[config.mk]
export PLATFORM = sky130hd
export DESIGN_NAME = i2c_master_byte_fsm
export DESIGN_NICKNAME = d
export VERILOG_FILES = /design/src/rtl/i2c_master_byte_fsm.sv
export SDC_FILE = /design/constraint.sdc
export NUM_CORES = 1
export LEC_CHECK = 0
export BUFFER_PORTS_ARGS = -buffer_cell sky130_fd_sc_hd__buf_2
export CAP_MARGIN = 20
export CORE_MARGIN = 3
export CORE_UTILIZATION = 51
export DETAILED_ROUTE_END_ITERATION = 16
export PLACE_DENSITY_LB_ADDON = 0.05
export SYNTH_ARGS = -nofsm -noshare
export SYNTH_HDL_FRONTEND = slang
export SYNTH_SLANG_ARGS = --single-unit
[constraint.sdc]
create_clock -name clk -period 2.3 [get_ports clk]
set_input_delay 0.115 -clock clk [delete_from_list [all_inputs] [get_ports clk]]
set_output_delay 0.115 -clock clk [all_outputs]
set_load 0.03 [all_outputs]
[src/rtl/i2c_master_byte_fsm.sv]
// Purpose: byte-level I2C master sequencer (START, address, write/read bytes, ACK/NACK, STOP) driven by data_clk edges.
// Latency: every update lands one clk after the data_clk edge that causes it; edges are seen one clk after data_clk toggles.
// Backpressure: none; the host holds ena/addr/rw/data_wr stable from byte_done until the next data_clk rise.
//
// Ports:
//   clk, rst          system clock, synchronous active-high reset
//   data_clk          data-phase clock from the clock generator (same domain as clk)
//   ena, addr, rw     host command: start or continue a transaction (rw 0=write, 1=read)
//   data_wr           byte to write
//   sda_in            sampled SDA line level
//   sda_oe            1 pulls SDA low, 0 releases it (open drain)
//   scl_ena           1 lets the SCL driver toggle
//   busy              transaction in progress
//   byte_done         one-clk pulse when a byte and its ACK phase complete
//   rd_data, rd_valid last received byte and its one-clk update pulse
//   ack_error         sticky slave NACK flag, cleared when a new transaction starts
module i2c_master_byte_fsm #(
    parameter int ADDR_W = 7,
    parameter int DATA_W = 8
) (
    input  logic              clk,
    input  logic              rst,
    input  logic              data_clk,
    input  logic              ena,
    input  logic [ADDR_W-1:0] addr,
    input  logic              rw,
    input  logic [DATA_W-1:0] data_wr,
    input  logic              sda_in,
    output logic              sda_oe,
    output logic              scl_ena,
    output logic              busy,
    output logic              byte_done,
    output logic [DATA_W-1:0] rd_data,
    output logic              rd_valid,
    output logic              ack_error
);

    // The bit counter must hold both the address index (ADDR_W, covering {addr,rw})
    // and the data index (DATA_W-1).
    localparam int CNT_MAX = (ADDR_W > DATA_W - 1) ? ADDR_W : DATA_W - 1;
    localparam int CNT_W   = $clog2(CNT_MAX + 1);
    localparam logic [CNT_W-1:0] CNT_ADDR = CNT_W'(ADDR_W);
    localparam logic [CNT_W-1:0] CNT_DATA = CNT_W'(DATA_W - 1);
    localparam logic [CNT_W-1:0] CNT_ONE  = CNT_W'(1);

    typedef enum logic [3:0] {
        S_IDLE,
        S_START,
        S_ADDR,
        S_ACK_ADDR,
        S_WR,
        S_ACK_WR,
        S_RD,
        S_MACK,
        S_STOP
    } state_t;

    state_t              state, state_n;
    logic [ADDR_W:0]     cmd_q, cmd_n;
    logic [DATA_W-1:0]   wr_q, wr_n;
    logic [DATA_W-1:0]   rx_q, rx_n;
    logic [CNT_W-1:0]    bit_cnt, cnt_n;
    logic [CNT_W-1:0]    bit_dec;
    logic                rx_done, rx_done_n;
    logic                sda_oe_n, scl_ena_n, busy_n, byte_done_n, rd_valid_n, ack_error_n;
    logic [DATA_W-1:0]   rd_data_n;

    logic data_clk_q;
    logic rise, fall, cont;

    // Plain edge-detect flop; left out of reset so a data_clk that is already
    // high when rst releases does not look like a fresh rise.
    always_ff @(posedge clk) begin
        data_clk_q <= data_clk;
    end

    assign rise    = data_clk & ~data_clk_q;
    assign fall    = ~data_clk & data_clk_q;
    assign cont    = ena && ({addr, rw} == cmd_q);
    assign bit_dec = bit_cnt - CNT_ONE;

    always_ff @(posedge clk) begin
        if (rst) begin
            state     <= S_IDLE;
            cmd_q     <= '0;
            wr_q      <= '0;
            rx_q      <= '0;
            bit_cnt   <= '0;
            rx_done   <= 1'b0;
            sda_oe    <= 1'b0;
            scl_ena   <= 1'b0;
            busy      <= 1'b0;
            byte_done <= 1'b0;
            rd_data   <= '0;
            rd_valid  <= 1'b0;
            ack_error <= 1'b0;
        end else begin
            state     <= state_n;
            cmd_q     <= cmd_n;
            wr_q      <= wr_n;
            rx_q      <= rx_n;
            bit_cnt   <= cnt_n;
            rx_done   <= rx_done_n;
            sda_oe    <= sda_oe_n;
            scl_ena   <= scl_ena_n;
            busy      <= busy_n;
            byte_done <= byte_done_n;
            rd_data   <= rd_data_n;
            rd_valid  <= rd_valid_n;
            ack_error <= ack_error_n;
        end
    end

    always_comb begin
        state_n     = state;
        cmd_n       = cmd_q;
        wr_n        = wr_q;
        rx_n        = rx_q;
        cnt_n       = bit_cnt;
        rx_done_n   = rx_done;
        sda_oe_n    = sda_oe;
        scl_ena_n   = scl_ena;
        busy_n      = busy;
        byte_done_n = 1'b0;
        rd_data_n   = rd_data;
        rd_valid_n  = 1'b0;
        ack_error_n = ack_error;

        case (state)
            S_IDLE: begin
                if (rise && ena) begin
                    cmd_n       = {addr, rw};
                    wr_n        = data_wr;
                    ack_error_n = 1'b0;
                    busy_n      = 1'b1;
                    sda_oe_n    = 1'b1;     // START: SDA falls while SCL is still high
                    state_n     = S_START;
                end
            end

            S_START: begin
                if (fall) begin
                    scl_ena_n = 1'b1;
                end else if (rise) begin
                    sda_oe_n = ~cmd_q[ADDR_W];
                    cnt_n    = CNT_ADDR;
                    state_n  = S_ADDR;
                end
            end

            // bit_cnt holds the index of the bit currently on the bus; the rise
            // after index 0 has been driven releases SDA for the ACK slot.
            S_ADDR: begin
                if (rise) begin
                    if (bit_cnt == '0) begin
                        sda_oe_n = 1'b0;
                        state_n  = S_ACK_ADDR;
                    end else begin
                        cnt_n    = bit_dec;
                        sda_oe_n = ~cmd_q[bit_dec];
                    end
                end
            end

            S_ACK_ADDR: begin
                if (fall) begin
                    if (sda_in) begin
                        ack_error_n = 1'b1;
                    end
                end else if (rise) begin
                    if (ack_error) begin
                        sda_oe_n = 1'b1;
                        state_n  = S_STOP;
                    end else if (!cmd_q[0]) begin
                        sda_oe_n = ~wr_q[DATA_W-1];
                        cnt_n    = CNT_DATA;
                        state_n  = S_WR;
                    end else begin
                        sda_oe_n  = 1'b0;
                        cnt_n     = CNT_DATA;
                        rx_done_n = 1'b0;
                        state_n   = S_RD;
                    end
                end
            end

            S_WR: begin
                if (rise) begin
                    if (bit_cnt == '0) begin
                        sda_oe_n = 1'b0;
                        state_n  = S_ACK_WR;
                    end else begin
                        cnt_n    = bit_dec;
                        sda_oe_n = ~wr_q[bit_dec];
                    end
                end
            end

            S_ACK_WR: begin
                if (fall) begin
                    if (sda_in) begin
                        ack_error_n = 1'b1;
                    end
                    byte_done_n = 1'b1;
                end else if (rise) begin
                    if (cont && !ack_error) begin
                        wr_n     = data_wr;
                        sda_oe_n = ~data_wr[DATA_W-1];
                        cnt_n    = CNT_DATA;
                        state_n  = S_WR;
                    end else begin
                        sda_oe_n = 1'b1;
                        state_n  = S_STOP;
                    end
                end
            end

            // Samples arrive on falls; rx_done marks that the last one is in so
            // the following rise can hand the byte over without bit_cnt wrapping.
            S_RD: begin
                if (fall) begin
                    rx_n = {rx_q[DATA_W-2:0], sda_in};
                    if (bit_cnt == '0) begin
                        rx_done_n = 1'b1;
                    end else begin
                        cnt_n = bit_dec;
                    end
                end else if (rise && rx_done) begin
                    rd_data_n   = rx_q;
                    rd_valid_n  = 1'b1;
                    byte_done_n = 1'b1;
                    sda_oe_n    = cont;     // ACK to ask for more, NACK to finish
                    rx_done_n   = 1'b0;
                    state_n     = S_MACK;
                end
            end

            S_MACK: begin
                if (rise) begin
                    if (cont) begin
                        sda_oe_n  = 1'b0;
                        cnt_n     = CNT_DATA;
                        rx_done_n = 1'b0;
                        state_n   = S_RD;
                    end else begin
                        sda_oe_n = 1'b1;
                        state_n  = S_STOP;
                    end
                end
            end

            // Entered with SDA held low; SCL is parked, then SDA is released
            // so it rises while SCL is high.
            S_STOP: begin
                if (fall) begin
                    scl_ena_n = 1'b0;
                end else if (rise) begin
                    sda_oe_n = 1'b0;
                    busy_n   = 1'b0;
                    state_n  = S_IDLE;
                end
            end

            default: begin
                state_n = S_IDLE;
            end
        endcase
    end

endmodule

==> impl_metrics.json, run 1 <==
{
  "vias": 2132,
  "avgViaCountPerCell": 5.76,
  "cts_tree": "done",
  "dpl.hpwl_mm": 4.09,
  "final-setup-viol-count": 0,
  "drt_pass1_iterations": 4,
  "ant_nets": 0,
  "stdcell_count": 370,
  "cp_max_fo": 5,
  "start_util": 0.543,
  "drt_iter0_drc": 176,
  "hold_path.class": "input port to flop",
  "drive_above_1_share": 0.220,
  "cp.arrival_ns": 2.34,
  "slew_headroom": 0.455,
  "cap_violations": 0,
  "area_delta_synth_final_pct": 13.5,
  "crit_family": "multiplexers",
  "yosys_warnings": 0,
  "dieArea_um2": 5590,
  "grt_pass1_vias": 1968,
  "power.leakage_uw": 0.00117,
  "n_antenna_cell": 0,
  "row_count": 24,
  "ys_async_sr_fraction": 0,
  "grt_pass1_wl_mm": 9.30,
  "tightest_slew_ns": 0.817,
  "ys_seq_area_frac": 0.390,
  "grt.busiest_layer": "met2",
  "finalNetCount": 340,
  "power_density_nw_per_um2": 816,
  "period_needed_ns": 2.12,
  "antenna_found_initial": 0,
  "numCtsBuffers": 5,
  "fin_skew_ns": 0.00938,
  "grtUsageMet1": 0.311,
  "rsz0062_at_grt": "no",
  "slowest_stage": "mux4_2",
  "avgRoutedWirePerCell_um": 15.1,
  "critPathLaunchType": "flop",
  "worstPathRequired_ns": 2.52,
  "cts_root_buf": "clkbuf_8",
  "status": "finished, final reports clean",
  "gr-usage-met3": 0.0561,
  "hold_violations": 0,
  "fin_crit_sh": 0.920,
  "crit_path_end_kind": "flop",
  "syn_nets": 304,
  "worst_ir_drop_vdd_uv": 480,
  "die_h_um": 74.8,
  "synth_ff_type": "dfxtp_1",
  "clock_latency_ns": 0.32,
  "path_class": "flop to flop",
  "synth_cell_types": 53,
  "wl_mm": 5.58,
  "clock_sinks": 47,
  "h-tree-depth": 2,
  "remaining_drc_errors": 0,
  "overflow": 0,
  "postSynthAreaPerCell_um2": 8.58,
  "path_cells": "inv_1 > ha_2 > mux4_2 > mux2_2 > nor3_2 > or3_1 > nor3_1 > a311oi_1",
  "gp_congestion": 0.869,
  "track_usage": 0.217,
  "portBuffers": 34,
  "use_met2": 0.312,
  "boundaryPins": 35,
  "grt_start_max_net_pins": 47,
  "synth_cells": 281,
  "ys_seq_elements": 47,
  "synthesis.area_um2": 2410,
  "synth_enable_flop_cells": 0,
  "clockBufferDepth": 2,
  "cts.clk_slew.worst_paths_ns": 0.09,
  "fmax_mhz": 473,
  "dp.cells": 361,
  "report.final.slew_viol_count": 0,
  "coreArea_um2": 4440,
  "worst_path_largest_cell_delay_ns": 0.50,
  "die_w_um": 74.8,
  "setup_tns_ns": 0,
  "cp.buffers_inverters": 1,
  "final_util": 0.616
}
## path summary, 6_finish.rpt
path	from	end	slack, ns	cells after the start
min reg2reg	rd_data[3]	rd_data[3]	0.45	2
min	data_wr[4]	wr_q[4]	0.03	3
max reg2reg	bit_cnt[1]	sda_oe	0.18	8
max	bit_cnt[1]	sda_oe	0.18	8
## state kept, by name, summed over array words and instances, names as in the netlist, 3 cells and up
| register | cells |
|---|---|
| cmd_q | 8 |
| rx_q | 8 |
| wr_q | 8 |
| state | 4 |
| rd_data | 8 |
| bit_cnt | 3 |
## stage by stage
stage / area [um2] / hold WS (ns) / setup slack [ns] / total power, uW
finish: 2740 / 0.0296 / 0.184 / 2230
global route: 2740 / 0.0403 / 0.0434 / 2370
CTS: 2740 / 0.0240 / 0.141 / 2240
detailed placement: 2630 / 0.292 / 0.164 / 1710
global placement: 2630 / 0.295 / 0.217 / 1700
floorplan: 2410 / 0.143 / 0.127 / 1530
## cell usage after synthesis (4+ instances only)
library cell / instances / area share
a21oi_1: 30 / 0.062
nor3_1: 7 / 0.015
buf_2: 4 / 0.0083
clkbuf_1: 5 / 0.0078
a311oi_1: 4 / 0.015
o21ai_0: 5 / 0.010
buf_4: 4 / 0.012
and3_1: 7 / 0.018
a211oi_1: 4 / 0.012
nor2_1: 32 / 0.050
a31oi_1: 4 / 0.010
xor2_1: 8 / 0.029
dfxtp_1: 47 / 0.39
nand2_1: 41 / 0.064
nand3_1: 6 / 0.012
mux4_2: 4 / 0.037
inv_1: 6 / 0.0093
mux2i_1: 17 / 0.071
nor2b_1: 4 / 0.010
nand2b_1: 4 / 0.010
## worst min-delay path, delay by kind of cell
family,cells,cell delay [ns]
and+or+nand+nor,1,0.07
buffers and inverters,1,0.07
muxes,1,0.05
## layout make-up
cell class                 instances  area [um2]
multi-input combinational        210        1350
sequential                        47         941
timing repair buffer              45         255
inverter                           8        30.0
clock buffer                       5        68.8
fill                             404        1710
clock inverter                     3        26.3
tap                               52        65.1
## cell usage in the layout (no fill, tap or decap), types with 2 or more instances in the layout
master / n
nand2b_1: 4
and3_1: 7
inv_6: 2
nand4_1: 2
nor2_1: 32
a21o_1: 2
dfxtp_1: 47
mux2i_1: 17
nand3_1: 6
nand2_1: 41
nor2b_1: 4
a31oi_1: 4
inv_1: 6
a211oi_1: 4
buf_4: 10
buf_2: 34
inv_2: 2
a21oi_1: 30
xor2_1: 8
nand3b_1: 2
a311oi_1: 4
nor3_1: 7
o21ai_0: 5
clkbuf_8: 5
mux4_2: 4
## cell families (layout without fill, tap and decap cells)
kind of cell | count (synthesis) | in the layout | share of synthesized area
buffers and inverters | 24 | 61 | 0.0503
muxes | 22 | 22 | 0.113
and+or+nand+nor | 115 | 115 | 0.231
AOI/OAI and AO/OA | 62 | 62 | 0.172
DFF | 47 | 47 | 0.390
adders and majority gates | 2 | 2 | 0.0104
xor gates and xnor gates | 9 | 9 | 0.0327
## power by group
group | internal [uW] | switching, uW
clock | 224 | 307
sequential | 882 | 64.9
combinational | 324 | 431
total | 1430 | 804
## metal layers
layer / vias up / part of all wire
met1: 997 / 0.50
met3: 12 / 0.049
met2: 60 / 0.43
li1: 1063 / -
met5: - / 0
met4: 0 / 0.024
## repair_timing
action / in CTS / in global routing
resized for setup: 0 / 1
setup endpoints to repair: 0 / 1
hold buffers: 1 / 0
endpoints found under the hold margin: 1 / 0
setup buffers: 0 / 0
(Power assumes the default switching activity.)
==> run 2: changes to the inputs <==
--- a/config.mk
+++ b/config.mk
@@ -8,7 +8,7 @@
 export BUFFER_PORTS_ARGS = -buffer_cell sky130_fd_sc_hd__buf_2
 export CAP_MARGIN = 20
 export CORE_MARGIN = 3
-export CORE_UTILIZATION = 51
+export CORE_UTILIZATION = 45
 export DETAILED_ROUTE_END_ITERATION = 16
 export PLACE_DENSITY_LB_ADDON = 0.05
 export SYNTH_ARGS = -nofsm -noshare
==> run 2 against run 1 <==
Effect of this change:
- final cell count is 5.1% higher
- largest cell class unchanged
- fmax is 1.2% higher
- routed wire length is 2.7% higher
- clock-buffer cell count is 1 higher
- non-clock buffer count is 1 higher
- worst setup slack better by 0.025 ns
- core utilization is 6.9 points lower
==> impl_metrics.json, run 2 (synthesis results as in run 1) <==
{
  "status": "finished, final reports clean",
  "fin_skew_ns": 0.00918,
  "drt_iter0_drc": 134,
  "grt_pass1_wl_mm": 9.60,
  "wl_mm": 5.73,
  "worstPathRequired_ns": 2.49,
  "cts_root_buf": "clkbuf_8",
  "remaining_drc_errors": 0,
  "cp.buffers_inverters": 1,
  "holdWs_ns": 0.0102,
  "worst_ir_drop_vdd_uv": 599,
  "cts_hold_buf": 0,
  "coreArea_um2": 5140,
  "cts.clk_slew.worst_paths_ns": 0.09,
  "h-tree-depth": 2,
  "portBuffers": 34,
  "most-common-layout-cells": "47 x dfxtp_1, 41 x nand2_1, 34 x buf_2",
  "slew_headroom": 0.435,
  "stdcell_count": 389,
  "final-setup-viol-count": 0,
  "cts_tree": "done",
  "drt_pass1_iterations": 4,
  "fin_area_um2": 2810,
  "crit_family": "multiplexers",
  "mostFrequentLayoutCell": "dfxtp_1",
  "numCtsBuffers": 5,
  "clock_sinks": 47,
  "period_needed_ns": 2.09,
  "report.final.slew_viol_count": 0,
  "cp.arrival_ns": 2.29,
  "drive_above_1_share": 0.223,
  "avgViaCountPerCell": 5.51,
  "finalNetCount": 341,
  "hold_violations": 0,
  "gp_congestion": 0.901,
  "cp_max_fo": 5,
  "boundaryPins": 35,
  "dieArea_um2": 6270,
  "place_area_um2": 2670,
  "area_delta_synth_final_pct": 16.7,
  "setup_tns_ns": 0,
  "clock_latency_ns": 0.30,
  "power_density_nw_per_um2": 872,
  "dp.cells": 381,
  "cap_violations": 0,
  "worst_path_largest_cell_delay_ns": 0.50,
  "n_antenna_cell": 0,
  "cts_setup_buffers": 0,
  "avgRoutedWirePerCell_um": 14.7,
  "multi_input_area_um2": 1360,
  "fill_cells": 507,
  "fmax_mhz": 478,
  "grt_pass1_vias": 1997,
  "antenna_found_initial": 0,
  "grt_start_max_net_pins": 47,
  "cts_resized": 0,
  "die_h_um": 79.2,
  "fin_crit_sh": 0.909,
  "ant_nets": 0,
  "path_cells": "inv_1 > ha_4 > mux4_2 > mux2_2 > nor3_2 > or3_1 > nor3_1 > a311oi_1",
  "row_count": 26,
  "crit_path_end_kind": "flop",
  "rsz0062_at_grt": "no",
  "die_w_um": 79.2,
  "power.leakage_uw": 0.00120,
  "path_class": "flop to flop",
  "dpl.hpwl_mm": 4.18,
  "clockBufferDepth": 2,
  "start_util": 0.469,
  "track_usage": 0.193,
  "slowest_stage": "mux4_2",
  "final-seq-area_um2": 941,
  "critPathLaunchType": "flop",
  "tightest_slew_ns": 0.847,
  "overflow": 0,
  "vias": 2143,
  "hold_path.class": "input port to flop"
}
run 2: cell types whose count changed in the layout (fill, tap and decap cells not counted):
cell           before  now
buf_4              10   12
ha_2                1    0
ha_4                0    1
bufinv_16           0    2
clkbuf_1            0    1
inv_6               2    0
dlygate4sd3_1       1    0
clkinv_4            1    0
run 2: metrics by stage:
| step | setup WS, ns | power [uW] | util |
|---|---|---|---|
| after floorplan | 0.127 | 1530 | - |
| after global placement | 0.212 | 1720 | 0.519 |
| after detailed placement | 0.134 | 1730 | 0.519 |
| after CTS | 0.0796 | 2430 | 0.545 |
| after global routing | 0.0465 | 2590 | 0.547 |
| final | 0.209 | 2450 | 0.547 |
run 2: path summary, 6_finish.rpt:
check,slack [ns],to,cells past startpoint,startpoint
hold reg to reg,0.46,rd_data[0],2,rd_data[0]
setup / recovery,0.21,sda_oe,8,bit_cnt[1]
setup reg to reg,0.21,sda_oe,8,bit_cnt[1]
hold / removal,0.01,data_clk_q,1,data_clk
run 2: report_power, final:
part | internal (uW) | total (uW) | switching [uW]
Clock | 435 | 710 | 275
Sequential | 883 | 946 | 63.1
Combinational | 346 | 798 | 452
Total | 1660 | 2450 | 791
run 2: final cells by class:
type,instances,area share
Clock buffer,6,0.0258
Multi-Input combinational cell,210,0.484
Timing Repair Buffer,46,0.0925
Sequential cell,47,0.335
Tap cell,70,0.0311
Clock inverter,2,0.0214
Inverter,8,0.0107
run 2: per-layer routing:
metal	global-route usage	vias to the layer above	part of all wire	routed length (um)
li1	-	1065	-	-
met1	0.271	1019	0.50	2850
met2	0.297	50	0.44	2550
met3	0.0306	9	0.041	236
met4	0.0722	0	0.016	94
met5	0	-	0	0
run 2: worst reg2reg max path, cell delays in order, from the launching register on:
cell	delay [ns]
dfxtp_1	0.33
inv_1	0.08
ha_4	0.32
mux4_2	0.51
mux2_2	0.29
nor3_2	0.09
or3_1	0.12
nor3_1	0.04
a311oi_1	0.21
